[config.mk]
export PLATFORM = sky130hd
export DESIGN_NAME = mem_port_arbiter
export DESIGN_NICKNAME = d
export VERILOG_FILES = /design/src/rtl/mem_port_arbiter.sv
export SDC_FILE = /design/constraint.sdc
export NUM_CORES = 1
export LEC_CHECK = 0
export ABC_AREA = 1
export CAP_MARGIN = 10
export CORE_MARGIN = 3
export CORE_UTILIZATION = 40
export DETAILED_ROUTE_END_ITERATION = 10
export PLACE_DENSITY = 0.79
export SYNTH_ARGS = -nofsm -noshare
export SYNTH_HDL_FRONTEND = slang
export SYNTH_SLANG_ARGS = --single-unit
[constraint.sdc]
create_clock -name clk -period 1.46 [get_ports clk]
set_clock_uncertainty 0.15 [all_clocks]
set_input_delay 0.219 -clock clk [delete_from_list [all_inputs] [get_ports clk]]
set_output_delay 0.219 -clock clk [all_outputs]
set_load 0.02 [all_outputs]
[src/rtl/mem_port_arbiter.sv]
// Purpose : two-requester round-robin arbiter/sequencer for the single-port
//           256x8 SPI register memory, with a write-protected upper region.
// Latency : gnt one edge after req is sampled; rvalid one edge after gnt.
// Backpressure: a requester holds req and its fields until gnt; one access
//           every two cycles, with an idle bubble after each access.
//
// Ports:
//   clk, rstN                 system clock, async active-low reset
//   reqX/weX/addrX/wdataX     requester X access request and fields (X = 0, 1)
//   gntX                      one-cycle pulse while requester X is served
//   rvalidX/rdataX            read-data pulse and captured read data
//   errX                      write to the protected region rejected (with gnt)
//   memAddr/memWdata/memWe    registered memory port drive
//   memRdata                  memory read data, combinational from memAddr
module mem_port_arbiter #(
  parameter int                ADDR_W    = 8,
  parameter int                DATA_W    = 8,
  parameter logic [ADDR_W-1:0] PROT_BASE = 8'hF0
) (
  input  logic              clk,
  input  logic              rstN,
  input  logic              req0,
  input  logic              req1,
  input  logic              we0,
  input  logic              we1,
  input  logic [ADDR_W-1:0] addr0,
  input  logic [ADDR_W-1:0] addr1,
  input  logic [DATA_W-1:0] wdata0,
  input  logic [DATA_W-1:0] wdata1,
  output logic              gnt0,
  output logic              gnt1,
  output logic              rvalid0,
  output logic              rvalid1,
  output logic [DATA_W-1:0] rdata0,
  output logic [DATA_W-1:0] rdata1,
  output logic              err0,
  output logic              err1,
  output logic [ADDR_W-1:0] memAddr,
  output logic [DATA_W-1:0] memWdata,
  output logic              memWe,
  input  logic [DATA_W-1:0] memRdata
);

  typedef enum logic {
    ST_IDLE = 1'b0,
    ST_ACC  = 1'b1
  } state_e;

  state_e              state_q,     state_d;
  logic                owner_q,     owner_d;
  logic                last_q,      last_d;
  logic [ADDR_W-1:0]   mem_addr_q,  mem_addr_d;
  logic [DATA_W-1:0]   mem_wdata_q, mem_wdata_d;
  logic                mem_we_q,    mem_we_d;
  logic                acc_we_q,    acc_we_d;    // requested direction of the access in flight
  logic                rej_q,       rej_d;       // access in flight is a rejected write
  logic [DATA_W-1:0]   rdata0_q,    rdata0_d;
  logic [DATA_W-1:0]   rdata1_q,    rdata1_d;
  logic                rvalid0_q,   rvalid0_d;
  logic                rvalid1_q,   rvalid1_d;

  // Winner selection and the winner's fields, only meaningful in IDLE.
  logic                win_sel;
  logic                win_we;
  logic [ADDR_W-1:0]   win_addr;
  logic [DATA_W-1:0]   win_wdata;
  logic                win_rej;

  always_comb begin
    // On a tie the requester that was not served last wins.
    win_sel   = (req0 && req1) ? ~last_q : req1;
    win_we    = win_sel ? we1    : we0;
    win_addr  = win_sel ? addr1  : addr0;
    win_wdata = win_sel ? wdata1 : wdata0;
    // Only the local side is barred from writing the protected region.
    win_rej   = win_sel && win_we && (win_addr >= PROT_BASE);
  end

  always_comb begin
    state_d     = state_q;
    owner_d     = owner_q;
    last_d      = last_q;
    mem_addr_d  = mem_addr_q;
    mem_wdata_d = mem_wdata_q;
    mem_we_d    = mem_we_q;
    acc_we_d    = acc_we_q;
    rej_d       = rej_q;
    rdata0_d    = rdata0_q;
    rdata1_d    = rdata1_q;
    rvalid0_d   = 1'b0;
    rvalid1_d   = 1'b0;

    unique case (state_q)
      ST_IDLE: begin
        if (req0 || req1) begin
          state_d     = ST_ACC;
          owner_d     = win_sel;
          mem_addr_d  = win_addr;
          mem_wdata_d = win_wdata;
          mem_we_d    = win_we && !win_rej;
          acc_we_d    = win_we;
          rej_d       = win_rej;
        end
      end
      ST_ACC: begin
        // Memory read data is valid for the whole ACC cycle; capture it on exit.
        if (!acc_we_q) begin
          if (owner_q) begin
            rdata1_d  = memRdata;
            rvalid1_d = 1'b1;
          end else begin
            rdata0_d  = memRdata;
            rvalid0_d = 1'b1;
          end
        end
        last_d   = owner_q;
        mem_we_d = 1'b0;
        rej_d    = 1'b0;
        state_d  = ST_IDLE;
      end
      default: state_d = ST_IDLE;
    endcase
  end

  always_ff @(posedge clk or negedge rstN) begin
    if (!rstN) begin
      state_q     <= ST_IDLE;
      owner_q     <= 1'b0;
      last_q      <= 1'b1;   // requester 0 wins the first tie
      mem_addr_q  <= '0;
      mem_wdata_q <= '0;
      mem_we_q    <= 1'b0;
      acc_we_q    <= 1'b0;
      rej_q       <= 1'b0;
      rdata0_q    <= '0;
      rdata1_q    <= '0;
      rvalid0_q   <= 1'b0;
      rvalid1_q   <= 1'b0;
    end else begin
      state_q     <= state_d;
      owner_q     <= owner_d;
      last_q      <= last_d;
      mem_addr_q  <= mem_addr_d;
      mem_wdata_q <= mem_wdata_d;
      mem_we_q    <= mem_we_d;
      acc_we_q    <= acc_we_d;
      rej_q       <= rej_d;
      rdata0_q    <= rdata0_d;
      rdata1_q    <= rdata1_d;
      rvalid0_q   <= rvalid0_d;
      rvalid1_q   <= rvalid1_d;
    end
  end

  assign gnt0     = (state_q == ST_ACC) && !owner_q;
  assign gnt1     = (state_q == ST_ACC) &&  owner_q;
  assign err0     = gnt0 && rej_q;
  assign err1     = gnt1 && rej_q;
  assign rvalid0  = rvalid0_q;
  assign rvalid1  = rvalid1_q;
  assign rdata0   = rdata0_q;
  assign rdata1   = rdata1_q;
  assign memAddr  = mem_addr_q;
  assign memWdata = mem_wdata_q;
  assign memWe    = mem_we_q;

  a_gnt_onehot: assert property (@(posedge clk) disable iff (!rstN) !(gnt0 && gnt1));
  a_gnt_bubble: assert property (@(posedge clk) disable iff (!rstN) (gnt0 || gnt1) |=> !(gnt0 || gnt1));

endmodule

==> results of run 1 <==
[cell type report]
type	instances	area [um2]	share of cell area, %
Sequential cell	40	1000	34.6
Timing Repair Buffer	102	992	34.2
Multi-Input combinational cell	127	668	23.0
Clock buffer	6	82.6	2.85
Inverter	20	82.6	2.85
Tap cell	50	62.6	2.16
Clock inverter	2	10.0	0.345
[flip-flops by register name, indices dropped and copies added (netlist names)]
| name | cells |
|---|---|
| rdata1 | 8 |
| last_q | 1 |
| rej_q | 1 |
| memAddr | 8 |
| memWdata | 8 |
| acc_we_q | 1 |
| owner_q | 1 |
| state_q | 1 |
| memWe | 1 |
| rvalid1 | 1 |
| rvalid0 | 1 |
| rdata0 | 8 |
[cell usage in the layout, fill, tap and decap left out, types with 2 or more instances in the layout]
| cell type | count |
|---|---|
| dlymetal6s2s_1 | 2 |
| clkinv_2 | 2 |
| nand2_2 | 5 |
| o21ai_0 | 27 |
| clkdlybuf4s50_1 | 42 |
| nand3_1 | 2 |
| nor2_1 | 15 |
| nand3b_1 | 2 |
| dfrtp_1 | 38 |
| buf_6 | 4 |
| a31oi_1 | 2 |
| buf_2 | 2 |
| buf_4 | 12 |
| nor2_2 | 3 |
| buf_12 | 3 |
| inv_1 | 15 |
| dlygate4sd2_1 | 35 |
| nand2_4 | 3 |
| nor2_4 | 2 |
| o21ai_1 | 10 |
| nand2_1 | 44 |
| inv_2 | 3 |
| clkbuf_8 | 6 |
| o21ai_2 | 6 |
[metrics by stage]
stage                     instance area [um2]  worst slack, ns  utilization [%]
final                                    2900         -0.00289             70.5
after global routing                     2900          -0.0322             70.5
after floorplan                          1760            0.118                -
after global placement                   2740           -0.194             66.5
after CTS                                2790          -0.0681             67.8
after detailed placement                 2740           -0.268             66.5
[worst max-delay path by stage]
stage,startpoint,slack [ns],end
final,owner_q,-0.003,err1
after global routing,owner_q,-0.03,err1
after floorplan,last_q,0.12,memAddr[3]
after detailed placement,req0,-0.27,memWdata[1]
after global placement,req1,-0.19,memWe
after CTS,owner_q,-0.07,gnt1
[layer usage]
layer  GRT usage, %  vias up
met5              0        -
met4           4.38        0
met3           5.40        5
met1           22.8      759
li1               -      828
met2           30.7       63
[synthesized netlist by cell type (all sizes together)]
cell / number / area share [%]
nor3: 2 / 0.57
o21ai: 44 / 14
dfstp: 1 / 1.5
dfrtp: 39 / 55
a31oi: 2 / 0.71
nand3b: 2 / 0.85
buf: 7 / 3.7
nand2: 53 / 12
inv: 20 / 4.4
nand3: 2 / 0.57
nand4: 1 / 0.36
nor2: 20 / 4.8
o21bai: 1 / 0.43
[cells by family (layout without fill, tap and decap cells)]
group | Yosys count | after routing | synth area share, %
and+or+nand+nor | 80 | 80 | 19.3
AOI/OAI and AO/OA | 47 | 47 | 15.6
DFF | 40 | 40 | 57.0
buffers and inverters | 27 | 130 | 8.11
[power groups by stage]
stage	sequential [uW]	clock, uW	combinational [uW]
final	1660	747	1720
after detailed placement	1680	0	1890
after CTS	1650	755	1670
after floorplan	2070	0	497
after global routing	1710	822	1880
after global placement	1670	0	1850
[worst max-delay path: cells and delay by family, from the launching register on]
kind | cells | cell delay (ns)
DFF | 1 | 0.45
buffers and inverters | 2 | 0.26
and+or+nand+nor | 2 | 0.10
[repair_timing]
item	4_1_cts	5_1_grt
gates resized for setup	53	30
pin swaps	0	4
cloned	0	1
endpoints found under the setup margin	39	27
buffers inserted	2	0
hold buffers	1	0
endpoints found under the hold margin	40	0
==> flow_summary.json, run 1 <==
{
  "crit_chain": "buf_6, nand2_4, nor2_2, buf_6",
  "ys_seq_elements": 40,
  "p_per_area_mw_per_mm2": 1420,
  "cts_tree": "built",
  "core_area_mm2": 0.00412,
  "clock-sinks": 40,
  "crit_fanout": 3,
  "viasPerCell": 4.77,
  "timing.hold.ws_ns": 0.206,
  "yosys_warnings": 0,
  "r2r_cells": 8,
  "fmax_mhz": 684,
  "leakage_uw": 0.00145,
  "grt_pass1_vias": 1678,
  "seqPwrFrac_pct": 40.2,
  "slew_headroom_pct": 73.9,
  "drtAntennaViolNets": 0,
  "final_cells": 347,
  "fp-row-count": 23,
  "wire_per_inst_um": 12.9,
  "rsz0062_at_grt": "true",
  "violations": "negative setup slack",
  "syn_inst": 194,
  "drt-initial-drc-count": 87,
  "maxCapViolations": 0,
  "htree_num_levels": 2,
  "nNetsFinal": 342,
  "finalWirelength_mm": 4.49,
  "setup_viol": 2,
  "slew_violations": 0,
  "worst_slack_ns": -0.00289,
  "wl_met1_mm": 1.86,
  "worstPathArrival_ns": 1.09,
  "crit_type": "flip-flop to output port",
  "finalWeightedCongestion": 0.885,
  "synth_area_per_cell_um2": 9.07,
  "vias": 1655,
  "finalPower_uw": 4130,
  "vdd_drop_max_mv": 0.797,
  "initial_utilization_pct": 42.7,
  "drive_gt1_share_pct": 19.9,
  "insertedDiodeCount": 0,
  "p_int_uw": 2580,
  "post-route-period-util_pct": 100,
  "swShare_pct": 37.5,
  "synthDistinctLibCells": 24,
  "cts_buffers": 5,
  "antenna_found_initial": 0,
  "worstReg2RegStart": "owner_q",
  "cts.clk_slew.worst_paths_ns": 0.07,
  "status": "complete, but fails checks",
  "crit_top_cell": "buf_6",
  "die_area_mm2": 0.00523,
  "hpwl_mm": 3.30,
  "endpoint_kind": "output port",
  "top_layer": "met4",
  "fin_setup_tns_ns": -0.00332,
  "drc": 0,
  "clkLatencyLatePin_ns": 0.28,
  "fp.dieW_um": 72.3,
  "io_buffer_count": 84,
  "route.met3.wl_um": 384,
  "cts_buffer_depth": 2,
  "overflow": 0,
  "dr_wl_met2_mm": 2.20,
  "required_ns": 1.09,
  "drt_first_pass_iters": 4,
  "clockPowerShare_pct": 18.1,
  "placed_cells": 335,
  "hold_viol_final": 0,
  "syn_to_final_growth_pct": 64.9,
  "cp_slowest_stage_delay_ns": 0.45,
  "syn_area_mm2": 0.00176,
  "fillers": 338,
  "r2r_slack_ns": 0.05,
  "grt_pass1_wl_mm": 7.60,
  "die_h_um": 72.3,
  "combPwrFrac_pct": 41.7,
  "yosysSeqAreaShare_pct": 57.0,
  "grt_max_degree": 22,
  "ctsRootBufferMaster": "clkbuf_8",
  "p_switching_uw": 1550,
  "synth_nets": 240,
  "r2r-end": "rdata1[5]",
  "worst_slew_pin_slew_ns": 0.391,
  "slowest_stage": "dfrtp_2",
  "io_pins": 85,
  "grt_usage_pct": 18.2,
  "cp-start-kind": "flip-flop",
  "hold_path.class": "input port to async pin",
  "fin_crit_ns": 1.46
}
Note: power is estimated with default switching activity, not from simulation.
==> inputs of run 2 (changes only) <==
--- a/config.mk
+++ b/config.mk
@@ -8,9 +8,9 @@
 export ABC_AREA = 1
 export CAP_MARGIN = 10
 export CORE_MARGIN = 3
-export CORE_UTILIZATION = 40
+export CORE_UTILIZATION = 43
 export DETAILED_ROUTE_END_ITERATION = 10
-export PLACE_DENSITY = 0.79
+export PLACE_DENSITY = 0.84
 export SYNTH_ARGS = -nofsm -noshare
 export SYNTH_HDL_FRONTEND = slang
 export SYNTH_SLANG_ARGS = --single-unit
==> constraint.sdc (replaced) <==
create_clock -name clk -period 1.84 [get_ports clk]
set_clock_uncertainty 0.15 [all_clocks]
set_input_delay 0.276 -clock clk [delete_from_list [all_inputs] [get_ports clk]]
set_output_delay 0.276 -clock clk [all_outputs]
set_load 0.02 [all_outputs]
==> flow_summary.json, run 2 (synthesis results as in run 1) <==
{
  "clock-sinks": 40,
  "drive_gt1_share_pct": 9.86,
  "vias": 1606,
  "crit_chain": "inv_2, nor3_1, dlygate4sd2_1",
  "p_int_uw": 2120,
  "io_pins": 85,
  "dr_wl_met2_mm": 1.90,
  "p_per_area_mw_per_mm2": 1210,
  "p_switching_uw": 1180,
  "grt_usage_pct": 18.1,
  "worst_slew_pin_slew_ns": 0.588,
  "fp.dieW_um": 70.0,
  "slew_violations": 0,
  "crit_fanout": 5,
  "htree_num_levels": 2,
  "setup_viol": 0,
  "slew_headroom_pct": 60.8,
  "cp-start-kind": "flip-flop",
  "cts_buffer_depth": 2,
  "maxCapViolations": 0,
  "wire_per_inst_um": 12.7,
  "fin_setup_tns_ns": 0,
  "wl_met1_mm": 1.80,
  "stdcell_area_mm2": 0.00272,
  "initial_utilization_pct": 46.3,
  "cts_buffers": 5,
  "hpwl_mm": 3.21,
  "core_area_mm2": 0.00380,
  "clkLatencyLatePin_ns": 0.29,
  "final_cell_mix": "clkdlybuf4s50_1, nand2_1, dfrtp_1",
  "grt_max_degree": 22,
  "syn_to_final_growth_pct": 54.6,
  "leakage_uw": 0.00125,
  "post-route-period-util_pct": 96.4,
  "vdd_drop_max_mv": 0.568,
  "overflow": 0,
  "nNetsFinal": 329,
  "drc": 0,
  "layout_commonest_cell": "clkdlybuf4s50_1",
  "required_ns": 1.41,
  "top_layer": "met4",
  "route.met3.wl_um": 474,
  "finalWirelength_mm": 4.23,
  "cts.clk_slew.worst_paths_ns": 0.08,
  "fmax_mhz": 563,
  "status": "finished, final reports clean",
  "swShare_pct": 35.7,
  "drtAntennaViolNets": 0,
  "slowest_stage": "dfrtp_1",
  "cts_tree": "built",
  "fp-row-count": 22,
  "fin_crit_ns": 1.77,
  "seqPwrFrac_pct": 39.8,
  "drt_first_pass_iters": 4,
  "rsz0062_at_grt": "false",
  "hold_viol_final": 0,
  "io_buffer_count": 84,
  "ctsRootBufferMaster": "clkbuf_8",
  "placed_area_mm2": 0.00263,
  "drt-initial-drc-count": 73,
  "crit_type": "flip-flop to output port",
  "antenna_found_initial": 0,
  "viasPerCell": 4.84,
  "die_area_mm2": 0.00489,
  "combPwrFrac_pct": 43.5,
  "insertedDiodeCount": 0,
  "cts_post_setup_buffers_inserted": 0,
  "grt_pass1_vias": 1574,
  "cp_slowest_stage_delay_ns": 0.43,
  "clockPowerShare_pct": 16.7,
  "finalWeightedCongestion": 0.808,
  "worstPathArrival_ns": 1.35,
  "grt_pass1_wl_mm": 7.19,
  "endpoint_kind": "output port",
  "hold_path.class": "flip-flop to flip-flop",
  "die_h_um": 70.0
}
==> run 2: changes by cell type in the layout (fill, tap and decap cells not counted), sizes merged <==
| cell | before | now |
|---|---|---|
| clkbuf | 7 | 8 |
| clkdlybuf4s50 | 42 | 79 |
| buf | 21 | 5 |
| dlygate4sd2 | 35 | 4 |
| dlymetal6s2s | 2 | 0 |
| clkinv | 3 | 0 |
| inv | 19 | 20 |
==> run 2: cell type report <==
class	count	area (um2)
Clock buffer	8	80.1
Sequential cell	40	1000
Inverter	20	77.6
Timing Repair Buffer	89	883
Fill cell	292	1080
Multi-Input combinational cell	127	614
Tap cell	48	60.1
==> run 2: routing by layer <==
layer | GRT usage (%) | vias to the layer above
met5 | 0 | -
met4 | 5.11 | 0
met3 | 8.20 | 6
met2 | 28.8 | 74
met1 | 22.2 | 729
li1 | - | 797
==> run 2: stage by stage <==
stage	hold WS, ns	util (%)	std cells	setup WS [ns]	total power [uW]
2_1_floorplan	-0.170	-	194	0.443	2040
3_3_place_gp	0.102	69.3	323	0.0762	2750
3_5_place_dp	0.108	69.3	323	0.0276	2780
4_1_cts	0.316	71.6	332	0.0629	3340
5_1_grt	0.340	71.6	332	0.0151	3490
6_report	0.308	71.6	332	0.0653	3300
==> run 2: power by group through the flow <==
stage / clock, uW / combinational (uW) / sequential (uW)
after detailed placement: 0 / 1460 / 1330
after CTS: 569 / 1450 / 1320
after global placement: 0 / 1430 / 1320
after global routing: 594 / 1550 / 1350
after floorplan: 0 / 394 / 1640
final: 551 / 1440 / 1320
==> run 2: critical path: cells and delay by family, from the launching register on <==
kind | cells | cell delay [ns]
flops | 1 | 0.43
simple gates | 1 | 0.16
buf+inv | 2 | 0.46
==> run 2: path summary, 6_finish.rpt <==
| path | from | end | slack (ns) | cells past startpoint |
|---|---|---|---|---|
| setup / recovery | state_q | err0 | 0.07 | 3 |
| hold / removal | acc_we_q | rvalid1 | 0.31 | 1 |
| setup reg to reg | owner_q | rdata1[1] | 0.32 | 5 |
| hold reg to reg | acc_we_q | rvalid1 | 0.31 | 1 |
| max in group asynchronous | rstN | last_q | 0.67 | 3 |
| min in group asynchronous | rstN | memAddr[3] | 0.32 | 2 |
==> run 2: repair_timing <==
| item | in CTS | in global routing |
|---|---|---|
| endpoints found under the hold margin | 19 | 0 |
| resized for setup | 5 | 0 |
| hold buffers | 1 | 0 |
| setup endpoints to repair | 4 | 0 |
==> variant, RTL diff (config.mk and constraints of run 1) <==
Reset style: synchronous (`rstN`), changed in one clocked block. Comments in the files are not updated.
--- a/src/rtl/mem_port_arbiter.sv
+++ b/src/rtl/mem_port_arbiter.sv
@@ -123,5 +123,5 @@
   end
 
-  always_ff @(posedge clk or negedge rstN) begin
+  always_ff @(posedge clk) begin
     if (!rstN) begin
       state_q     <= ST_IDLE;
Check against the original RTL: differs if rstN is asserted again (counterexample within 4 cycles, from zero or initial values and one cycle with rstN low); with rstN held inactive, the same outputs for 10 cycles.
==> variant against run 1 <==
Global-route usage down 0.67 points. Cell area fell by 9.1%. Area after synthesis is 8.8% lower. Core utilization down 0.53 points. Sequential share of layout area fell by 4.1 points. Wire length down 6.9%. First-iteration DRC count decreased by 1.1%. Sequential cell count unchanged. Setup slack better by 0.063 ns. Largest cell class is now buffers.
Power is not compared: it rests on default switching activity, and its combinational part moved more than twofold at a synthesized area within 25%.
==> variant: results (changes against run 1) <==
outcome: "finished, final reports clean"
power.ir.vdd_worst_uv: 537
antenna_cells: 0  # unchanged
gp_congestion: 0.745  # -16%
port_buffers: 84  # unchanged
synthArstFlopShare_pct: 0  # -100 points
totalWireLength_um: 4180  # -6.9%
clock-root-buffer: "clkbuf_8"
cp_slowest_stage_delay_ns: 0.35  # -0.10 ns
ys_types: 22  # -8.3%
overall_global_routing_usage_pct: 17.5  # -0.67 points
dr.pass1.iters: 4  # unchanged
clock_latency_ns: 0.28  # about the same
synthesized_net_count: 258  # +7.5%
cts.path.max_buffers: 2  # unchanged
final_layout_size_suffix_gt1_share_pct: 13.0  # -6.8 points
grt_first_pass_wirelength_um: 6990  # -8.0%
r2r_cells: 7  # -1
yosys-top-cells-area: "dfxtp_1 50%, o21ai_1 9.7%, nand2_1 9.6%"
via_total_after_detailed_routing: 1658  # +0.18%
pg_comb_uw: 636
p_leak_uw: 0.00127
dp_cells: 350  # +4.5%
holdPathStages: 4
layout.cells.non_filler: 355  # +2.3%
initial_antenna_violation_count: 0  # unchanged
cts-buffers-inserted: 5  # unchanged
fraction_of_power_consumed_by_sequential_logic_pct: 49.0
synth_top_cells_by_count: "41 x nand2_1, 40 x dfxtp_1, 39 x nor2_1"
detail_route.iter0.violations: 86  # -1.1%
crit_slowest_cell: "dfxtp_2"
worst-endpoint-arrival_ns: 1.03  # -0.06 ns
worst-slew-pin-transition_ns: 0.255  # -0.135 ns
htree_num_levels: 2  # unchanged
pin_count_of_the_biggest_net_entering_global_routing: 38  # +73%
cts_setup_buffers: 0  # -2
synth_seq_area_share_pct: 49.9  # -7.0 points
cell_count_after_synthesis: 212  # +9.3%
grt_pass1_vias: 1635  # -2.6%
cp_max_fo: 4  # +1
critical_path.top_delay_family: "flip-flops"
internal_power_uw: 1790
synth_ff_type: "dfxtp_1"
synth-warning-count: 0  # unchanged
cts.clk_slew.worst_paths_ns: 0.07  # about the same
place_hpwl_um: 3240  # -1.8%
worst_hold_path_type: "input port to register"
==> variant: timing repair <==
item / 4_1_cts / 5_1_grt
gates resized for setup: 51 / 9
endpoints found under the setup margin: 39 / 12
hold endpoints to repair: 0 / 0
==> variant: metal layers <==
layer / vias to the layer above / wire length [µm] / global-route usage, %
li1: 887 / - / -
met1: 704 / 1730 / 19.3
met2: 61 / 1950 / 29.9
met3: 6 / 453 / 8.12
met4: 0 / 45 / 5.21
met5: - / 0 / 0
==> variant: tightest hold or removal path: stages <==
cell and delay [ns]:
dlymetal6s2s_1 0.19, nor3_1 0.09, nand2_1 0.06, a21oi_1 0.06
==> variant: area by class of cell <==
| class | instances | area, µm² |
|---|---|---|
| Inverter | 14 | 55.1 |
| Multi-Input combinational cell | 148 | 708 |
| Clock buffer | 5 | 68.8 |
| Timing Repair Buffer | 100 | 943 |
| Fill cell | 337 | 1130 |
| Tap cell | 48 | 60.1 |
| Sequential cell | 40 | 803 |
==> variant: worst paths after layout <==
path / from / slack (ns) / end
worst max-delay path: owner_q / 0.06 / gnt0
worst min-delay path: req1 / 0.23 / memWe
worst max register to register: owner_q / 0.13 / rdata0[4]
worst min register to register: rdata0[2] / 0.33 / rdata0[2]
==> variant: logic make-up after synthesis <==
family | share of synthesized area [%]
AOI/OAI and AO/OA | 17.9
buffers and inverters | 6.86
DFF | 49.9
and+or+nand+nor | 25.3
==> variant: stage by stage <==
step	hold slack [ns]	setup WS, ns	instance area (µm²)	total power [µW]	TNS, ns
floorplan	0.204	0.127	1600	1560	0
CTS	0.336	0.0140	2630	2500	0
global placement	0.313	-0.142	2610	1920	-2.63
global route	0.310	-0.00836	2640	2610	-0.00836
finish	0.234	0.0599	2640	2490	0
detailed placement	0.320	-0.197	2610	1940	-3.35
